File: src/rtl/memory_access.sv
// Memory stage: issues data-bus requests, aligns store lanes, extends load data and
// buffers a completed load result while the pipeline is frozen.
module memory_access (
  input  logic        clk,
  input  logic        reset,
  input  logic        in_valid,
  input  logic [63:0] in_pc,
  input  logic        in_mem_read,
  input  logic        in_mem_write,
  input  logic [2:0]  in_funct3,
  input  logic [63:0] in_addr,
  input  logic [63:0] in_wdata,
  input  logic [63:0] in_result,
  input  logic [4:0]  in_rd,
  input  logic        in_reg_write,
  input  logic        freeze,
  output logic        dreq_valid,
  output logic [63:0] dreq_addr,
  output logic [2:0]  dreq_size,
  output logic [7:0]  dreq_strobe,
  output logic [63:0] dreq_data,
  input  logic        dresp_data_ok,
  input  logic [63:0] dresp_data,
  output logic        stall_req,
  output logic        out_valid,
  output logic [63:0] out_pc,
  output logic [4:0]  out_rd,
  output logic        out_reg_write,
  output logic [63:0] out_wdata,
  output logic        out_misalign
);

  typedef enum logic [1:0] {StIdle, StWait, StDone} state_e;

  state_e      stateQ, stateD;
  logic [63:0] bufQ, bufD;

  logic        isMem, misalign, memGo, complete, signExt;
  logic [1:0]  size;
  logic [2:0]  off;
  logic [2:0]  alignMask;
  logic [7:0]  laneMask;
  logic [63:0] shifted, extended, loadVal;

  assign size    = in_funct3[1:0];
  assign off     = in_addr[2:0];
  assign signExt = ~in_funct3[2];

  always_comb begin
    alignMask = 3'b000;
    laneMask  = 8'h01;
    unique case (size)
      2'd0: begin alignMask = 3'b000; laneMask = 8'h01; end
      2'd1: begin alignMask = 3'b001; laneMask = 8'h03; end
      2'd2: begin alignMask = 3'b011; laneMask = 8'h0F; end
      2'd3: begin alignMask = 3'b111; laneMask = 8'hFF; end
      default: ;
    endcase
  end

  assign isMem    = in_valid & (in_mem_read | in_mem_write);
  assign misalign = isMem & (|(off & alignMask));
  assign memGo    = isMem & ~misalign;

  // Bus returns the whole aligned doubleword; shift the addressed bytes down to bit 0.
  assign shifted = dresp_data >> {off, 3'b000};

  always_comb begin
    extended = shifted;
    unique case (size)
      2'd0: extended = {{56{signExt & shifted[7]}},  shifted[7:0]};
      2'd1: extended = {{48{signExt & shifted[15]}}, shifted[15:0]};
      2'd2: extended = {{32{signExt & shifted[31]}}, shifted[31:0]};
      2'd3: extended = shifted;
      default: ;
    endcase
  end

  assign complete = dresp_data_ok | (stateQ == StDone);
  assign loadVal  = (stateQ == StDone) ? bufQ : extended;

  assign dreq_valid  = memGo & (stateQ != StDone) & ~reset;
  assign dreq_addr   = in_addr;
  assign dreq_size   = {1'b0, size};
  assign dreq_strobe = (in_valid & in_mem_write) ? (laneMask << off) : 8'h00;
  assign dreq_data   = in_wdata << {off, 3'b000};

  assign stall_req     = memGo & ~complete;
  assign out_valid     = in_valid & ~stall_req;
  assign out_pc        = in_pc;
  assign out_rd        = in_rd;
  assign out_reg_write = in_reg_write;
  assign out_misalign  = misalign;

  always_comb begin
    if (misalign)         out_wdata = 64'h0;
    else if (in_mem_read) out_wdata = loadVal;
    else                  out_wdata = in_result;
  end

  always_comb begin
    stateD = stateQ;
    bufD   = bufQ;
    unique case (stateQ)
      StIdle, StWait: begin
        if (memGo) begin
          if (dresp_data_ok) begin
            // Hold the result if the downstream register cannot take it this cycle.
            if (freeze) begin
              stateD = StDone;
              bufD   = extended;
            end else begin
              stateD = StIdle;
            end
          end else begin
            stateD = StWait;
          end
        end else begin
          stateD = StIdle;
        end
      end
      StDone: begin
        if (!freeze) stateD = StIdle;
      end
      default: stateD = StIdle;
    endcase
  end

  always_ff @(posedge clk or posedge reset) begin
    if (reset) begin
      stateQ <= StIdle;
      bufQ   <= 64'h0;
    end else begin
      stateQ <= stateD;
      bufQ   <= bufD;
    end
  end

endmodule

File: config.mk
export PLATFORM = sky130hd
export DESIGN_NAME = memory_access
export DESIGN_NICKNAME = d
export VERILOG_FILES = /design/src/rtl/memory_access.sv
export SDC_FILE = /design/constraint.sdc
export NUM_CORES = 1
export LEC_CHECK = 0
export BUFFER_PORTS_ARGS = -buffer_cell sky130_fd_sc_hd__buf_2
export CORE_AREA = 2 2 240 242
export CTS_CLUSTER_SIZE = 40
export DETAILED_ROUTE_END_ITERATION = 10
export DIE_AREA = 0 0 242 244
export GPL_ROUTABILITY_DRIVEN = 0
export HOLD_SLACK_MARGIN = 0.05
export PLACE_DENSITY_LB_ADDON = 0.2
export SLEW_MARGIN = 20
export SYNTH_ARGS = -nofsm -noshare
export SYNTH_HDL_FRONTEND = slang
export SYNTH_SLANG_ARGS = --single-unit
export TNS_END_PERCENT = 1
File: constraint.sdc
create_clock -name clk -period 5.2 [get_ports clk]
set_input_delay 0.26 -clock clk [delete_from_list [all_inputs] [get_ports clk]]
set_output_delay 0.26 -clock clk [all_outputs]
set_load 0.03 [all_outputs]
== Word level (Yosys, flattened, before mapping) ==
Cells that the tools add are included.

* Input bits: 336
* Register bits: 66
* Word-level logic and storage cells: 48

* Mux-type cells: 12
* Equal/unequal tests: 7
* Shift-type cells: 3
* Reduce and logical (&&, ||, !) cells: 5
* Bitwise logic cells: 19

{| class="wikitable"
|+ Operator list
! cell !! number
|-
| $pmux W64 S4 || 1
|-
| $mux W64 || 3
|-
| $shl A64 B6 Y64 || 1
|-
| $shr A64 B6 Y64 || 1
|-
| $pmux W8 S4 || 1
|-
| $pmux W3 S4 || 1
|-
| $and A1 B1 Y1 || 11
|-
| $mux W2 || 4
|-
| $mux W8 || 1
|-
| $shl A8 B3 Y8 || 1
|-
| $eq A2 B2 Y1 const B || 3
|-
| $not A1 Y1 || 5
|-
| $eq A2 B1 Y1 const B || 2
|-
| $logic_not A2 Y1 || 2
|-
| $ne A2 B2 Y1 const B || 2
|-
| $pmux W2 S2 || 1
|-
| $reduce_and A4 Y1 || 1
|-
| $and A3 B3 Y3 || 1
|-
| $reduce_or A3 Y1 || 1
|-
| $or A1 B1 Y1 || 2
|-
| $reduce_or A2 Y1 || 1
|}

== Depth between registers and ports, before layout ==
* Word-level depth: 10
* Depth in mapped cells: 9
* Mapped depth without buffers: 6

== Worst setup path before layout ==
No wires, ideal clock.

* Kind: input -> output
* From: in in_addr[1]
* To: out dreq_strobe[2]
* Required time: 4.940 ns
* Slack: 2.301 ns
* Arrival: 2.639 ns
* Cell stages on the path: 6
* Buffers on the path: 4
* Cell sequence: buf_6 -> buf_2 -> buf_2 -> buf_2 -> and2_1 -> a2111oi_0

* Word-level cells in the longest chain between the ends: 2

{| class="wikitable"
|+ Ends and longest elaborated chain
! element !! RTL line !! text
|-
| start: declaration || 11 || <nowiki>input logic [63:0] in_addr,</nowiki>
|-
| $shl A8 B3 Y8 || 85 || <nowiki>assign dreq_strobe = (in_valid & in_mem_write) ? (laneMask << off) : 8'h00;</nowiki>
|-
| $mux W8 || 85 ||
|-
| end: declaration || 20 || <nowiki>output logic [7:0] dreq_strobe,</nowiki>
|}

Every way passes these cells.

== Worst setup path after layout ==
* From: in in_addr[0]
* To: out out_wdata[47]

* Word-level cells in the longest chain between the ends: 6

{| class="wikitable"
|+ Ends and longest elaborated chain
! element !! RTL line !! text
|-
| $shr A64 B6 Y64 || 66 || <nowiki>assign shifted = dresp_data >> {off, 3'b000};</nowiki>
|-
| $and A1 B1 Y1 (on tied branches) || 73, 71, 72 ||
|-
| $pmux W64 S4 || 70 || <nowiki>unique case (size)</nowiki>
|-
| $mux W64 || 80 || <nowiki>assign loadVal = (stateQ == StDone) ? bufQ : extended;</nowiki>
|-
| $mux W64 || 97 || <nowiki>else if (in_mem_read) out_wdata = loadVal;</nowiki>
|-
| $mux W64 (*) || 96 || <nowiki>if (misalign) out_wdata = 64'h0;</nowiki>
|-
| end: declaration || 29 || <nowiki>output logic [63:0] out_wdata,</nowiki>
|}

Mark *: on every way between the ends. The rest lies on a longest branch, timed or not. The select of a mux whose other input is x is not followed.

==> results.py <==
metrics = {
    "outcome": {
        "status": "complete, no violations",
    },
    "setup_path": {
        "cpMostUsedCell": "buf_4",
        "path_cells": "buf_4 -> nand2_1 -> a21oi_1 -> nor4_4 -> buf_4 -> nor4_4 -> buf_4 -> a31oi_1 -> buf_2",
        "start_kind": "primary input",
        "critPathArrivalTime_ps": 3360,
        "r2r_cells": 4,
        "worst_setup_path_end_kind": "output port",
        "cpPeakStageDelay_ps": 740,
        "slowest_stage": "nor4_4",
        "criticalPathCategory": "in -> out",
        "cp.required_ps": 4940,
        "reg2reg_slack_ps": 3650,
        "path_max_fanout": 69,
    },
    "cells_and_area": {
        "drive_above_1_share_pct": 35.31,
        "area_growth_pct": 20.01,
        "nNetsFinal": 1665,
        "fillers": 6520,
        "stdcell_area_um2": 10440,
    },
    "sta": {
        "timing.final.hold_violations": 0,
        "rsz0062_at_grt": "false",
        "fin_skew_ps": 9.881,
        "fmax_mhz": 276.2,
        "worstMarginPinSlew_ps": 954.9,
        "slew_viol_final": 0,
        "period_needed_ps": 3620,
        "timing.slew.headroom_pct": 36.34,
        "tns_ps": 0,
        "finalSetupViolations": 0,
        "post-route-period-util_pct": 69.62,
    },
    "floorplan": {
        "fp.dieH_um": 244,
        "start_util_pct": 15.48,
        "coreArea_um2": 56170,
        "die_area_um2": 59050,
        "ios": 613,
        "std_cell_rows": 87,
        "die_w_um": 242,
    },
    "place": {
        "place.port_buffers": 349,
        "dp_hpwl_mm": 40.72,
        "placement.cell_area_um2": 10110,
    },
    "cts": {
        "cts-root-buf": "clkbuf_16",
        "hold_buffers": 0,
        "cts_sinks": 66,
        "postCtsSetupRepairBufs": 0,
        "cts_resized": 0,
        "htree_levels": 3,
        "clockBufferDepth": 2,
        "clk_pin_slew_worst_paths_ps": 60,
        "clkLatencyLatePin_ps": 360,
        "cts_buffers": 9,
        "cts_tree": "built",
    },
    "detailed_routing": {
        "firstDrtPassIters": 5,
        "antenna_left": 0,
        "wirelength_mm": 49.75,
        "wl_per_cell_um": 23.71,
        "viasPerCell": 4.498,
        "drtIter0Drc": 504,
        "drcViolationCount": 0,
        "vias": 9436,
    },
    "yosys": {
        "synth_area_um2": 8697,
        "yosysTopAreaCellShare_pct": 18.99,
        "avgSynthCellArea_um2": 7.272,
        "synth_edf_count": 0,
        "ys.flop_type": "dfrtp_1",
        "ys_warn_count": 0,
        "synth-seq-area-share_pct": 18.99,
        "synthCells": 1196,
        "postSynth.asyncResetShare_pct": 100.0,
        "synthDistinctLibCells": 46,
        "synth_top_cell_by_area": "dfrtp_1",
        "synthTopCellsByArea": "dfrtp_1 (19%), buf_4 (12%), mux2_2 (7.4%), nor2_1 (7.3%), mux2i_1 (6.8%)",
        "ys_seq_elements": 66,
        "synth_nets": 1532,
    },
    "power": {
        "vdd_drop_max_uv": 162.8,
        "leakagePower_nw": 4.536,
        "p_per_area_nw_per_um2": 247.1,
        "power_w": 0.002579,
    },
    "grt": {
        "antenna_found_initial": 20,
        "grt-ovfl-total": 0,
        "grt_max_degree": 129,
        "grt_use_total_pct": 16.26,
        "grt_first_pass_wirelength_mm": 69.34,
        "first_global_vias": 9383,
    },
    "min_path": {
        "hold_depth": 2,
        "min_path_type": "in -> reg",
    },
    "run": {
        "drv_cap": 0,
    },
}
[where the power goes]
| group | total (W) | internal (W) | switching [W] | leakage, nW |
|---|---|---|---|---|
| Clock | 0.000669 | 0.000419 | 0.000250 | 0.154 |
| Sequential | 0.000744 | 0.000663 | 0.0000809 | 0.769 |
| Combinational | 0.00117 | 0.000410 | 0.000756 | 3.61 |
[through the flow]
step | hold slack, ps | std cells | setup slack (ps) | utilization [%]
2_1_floorplan | 330.8 | 1196 | 2301 | -
4_1_cts | 75.88 | 2090 | 1504 | 18.55
6_report | 96.53 | 2098 | 1580 | 18.58
3_3_place_gp | 461.8 | 2074 | 1597 | 17.98
5_1_grt | 102.1 | 2095 | 1243 | 18.57
3_5_place_dp | 460.3 | 2074 | 1502 | 17.99
[Yosys cell counts, drive strengths merged, types with 3 or more instances]
| cell type | instances |
|---|---|
| buf | 187 |
| nor2 | 170 |
| a21oi | 93 |
| a31oi | 87 |
| nand2 | 67 |
| dfrtp | 66 |
| clkbuf | 61 |
| mux2i | 59 |
| mux2 | 57 |
| o21ai | 57 |
| nand2b | 42 |
| nor2b | 41 |
| nor3 | 25 |
| o211ai | 24 |
| o22ai | 24 |
| a21o | 18 |
| o221ai | 17 |
| a22oi | 14 |
| a211oi | 12 |
| and2 | 10 |
| nand3 | 9 |
| mux4 | 8 |
| nand3b | 8 |
| o221a | 8 |
| nand4 | 7 |
| inv | 4 |
| or2 | 4 |
| and3 | 3 |
[cells in the final DEF (no fill, tap or decap), types with 7 or more instances in the layout]
cell type / count
a211oi_1: 12
buf_4: 23
o221ai_1: 17
o221a_2: 8
a31oi_1: 87
nor3_1: 21
mux2i_1: 59
nand3b_1: 8
a21oi_1: 93
mux2_2: 57
a21o_1: 18
clkbuf_16: 9
nor2b_1: 40
and2_1: 10
nand2b_1: 42
nand2_1: 67
diode_2: 8
o22ai_1: 24
nand4_1: 7
o21ai_0: 54
dfrtp_1: 66
a22oi_1: 14
mux4_2: 8
nand3_1: 9
nor2_1: 170
buf_2: 345
o211ai_1: 24
[layout make-up]
| class | instances | area [um^2] | area share, % |
|---|---|---|---|
| Sequential cell | 66 | 1652 | 15.82 |
| Multi-Input combinational cell | 877 | 5559 | 53.26 |
| Clock buffer | 11 | 232.7 | 2.230 |
| Inverter | 5 | 18.77 | 0.1798 |
| Clock inverter | 5 | 78.83 | 0.7552 |
| Tap cell | 756 | 945.9 | 9.063 |
| Timing Repair Buffer | 370 | 1931 | 18.50 |
| Antenna cell | 8 | 20.02 | 0.1918 |
[flip-flops by register name, summed over array words and instances, names as in the netlist]
signal and count:
stateQ 2, bufQ 64
[worst max-delay path, delay by kind of cell]
| kind | cells | cell delay [ps] |
|---|---|---|
| AO/OA/AOI/OAI | 2 | 460 |
| buffers and inverters | 4 | 1400 |
| AND/OR/NAND/NOR | 3 | 1170 |
[cells by family (layout without fill, tap and decap cells)]
group,after synthesis,after routing,synth area share (%)
AOI/OAI and AO/OA,358,358,25.62
DFF,66,66,18.99
and+or+nand+nor,394,394,21.64
other,1,9,0.04312
muxes,124,124,16.24
buffers and inverters,253,391,17.47
[routing by layer]
metal	wire [um]	share of wire, %	vias up	GRT usage, %
met3	3872	7.8	103	5.268
met4	1736	3.5	12	6.645
met1	20170	41	4465	18.90
li1	-	-	4424	-
met5	69	0.14	-	0
met2	23900	48	432	27.56
[final timing paths]
| path | from | to |
|---|---|---|
| worst max-delay path | in_addr[0] | out_wdata[47] |
| worst min-delay path | dresp_data_ok | stateQ[0] |
| worst max register to register | stateQ[1] | bufQ[1] |
| worst min register to register | stateQ[1] | stateQ[0] |
| max in group asynchronous | reset | bufQ[28] |
| min in group asynchronous | reset | bufQ[8] |
(Power assumes the default switching activity.)
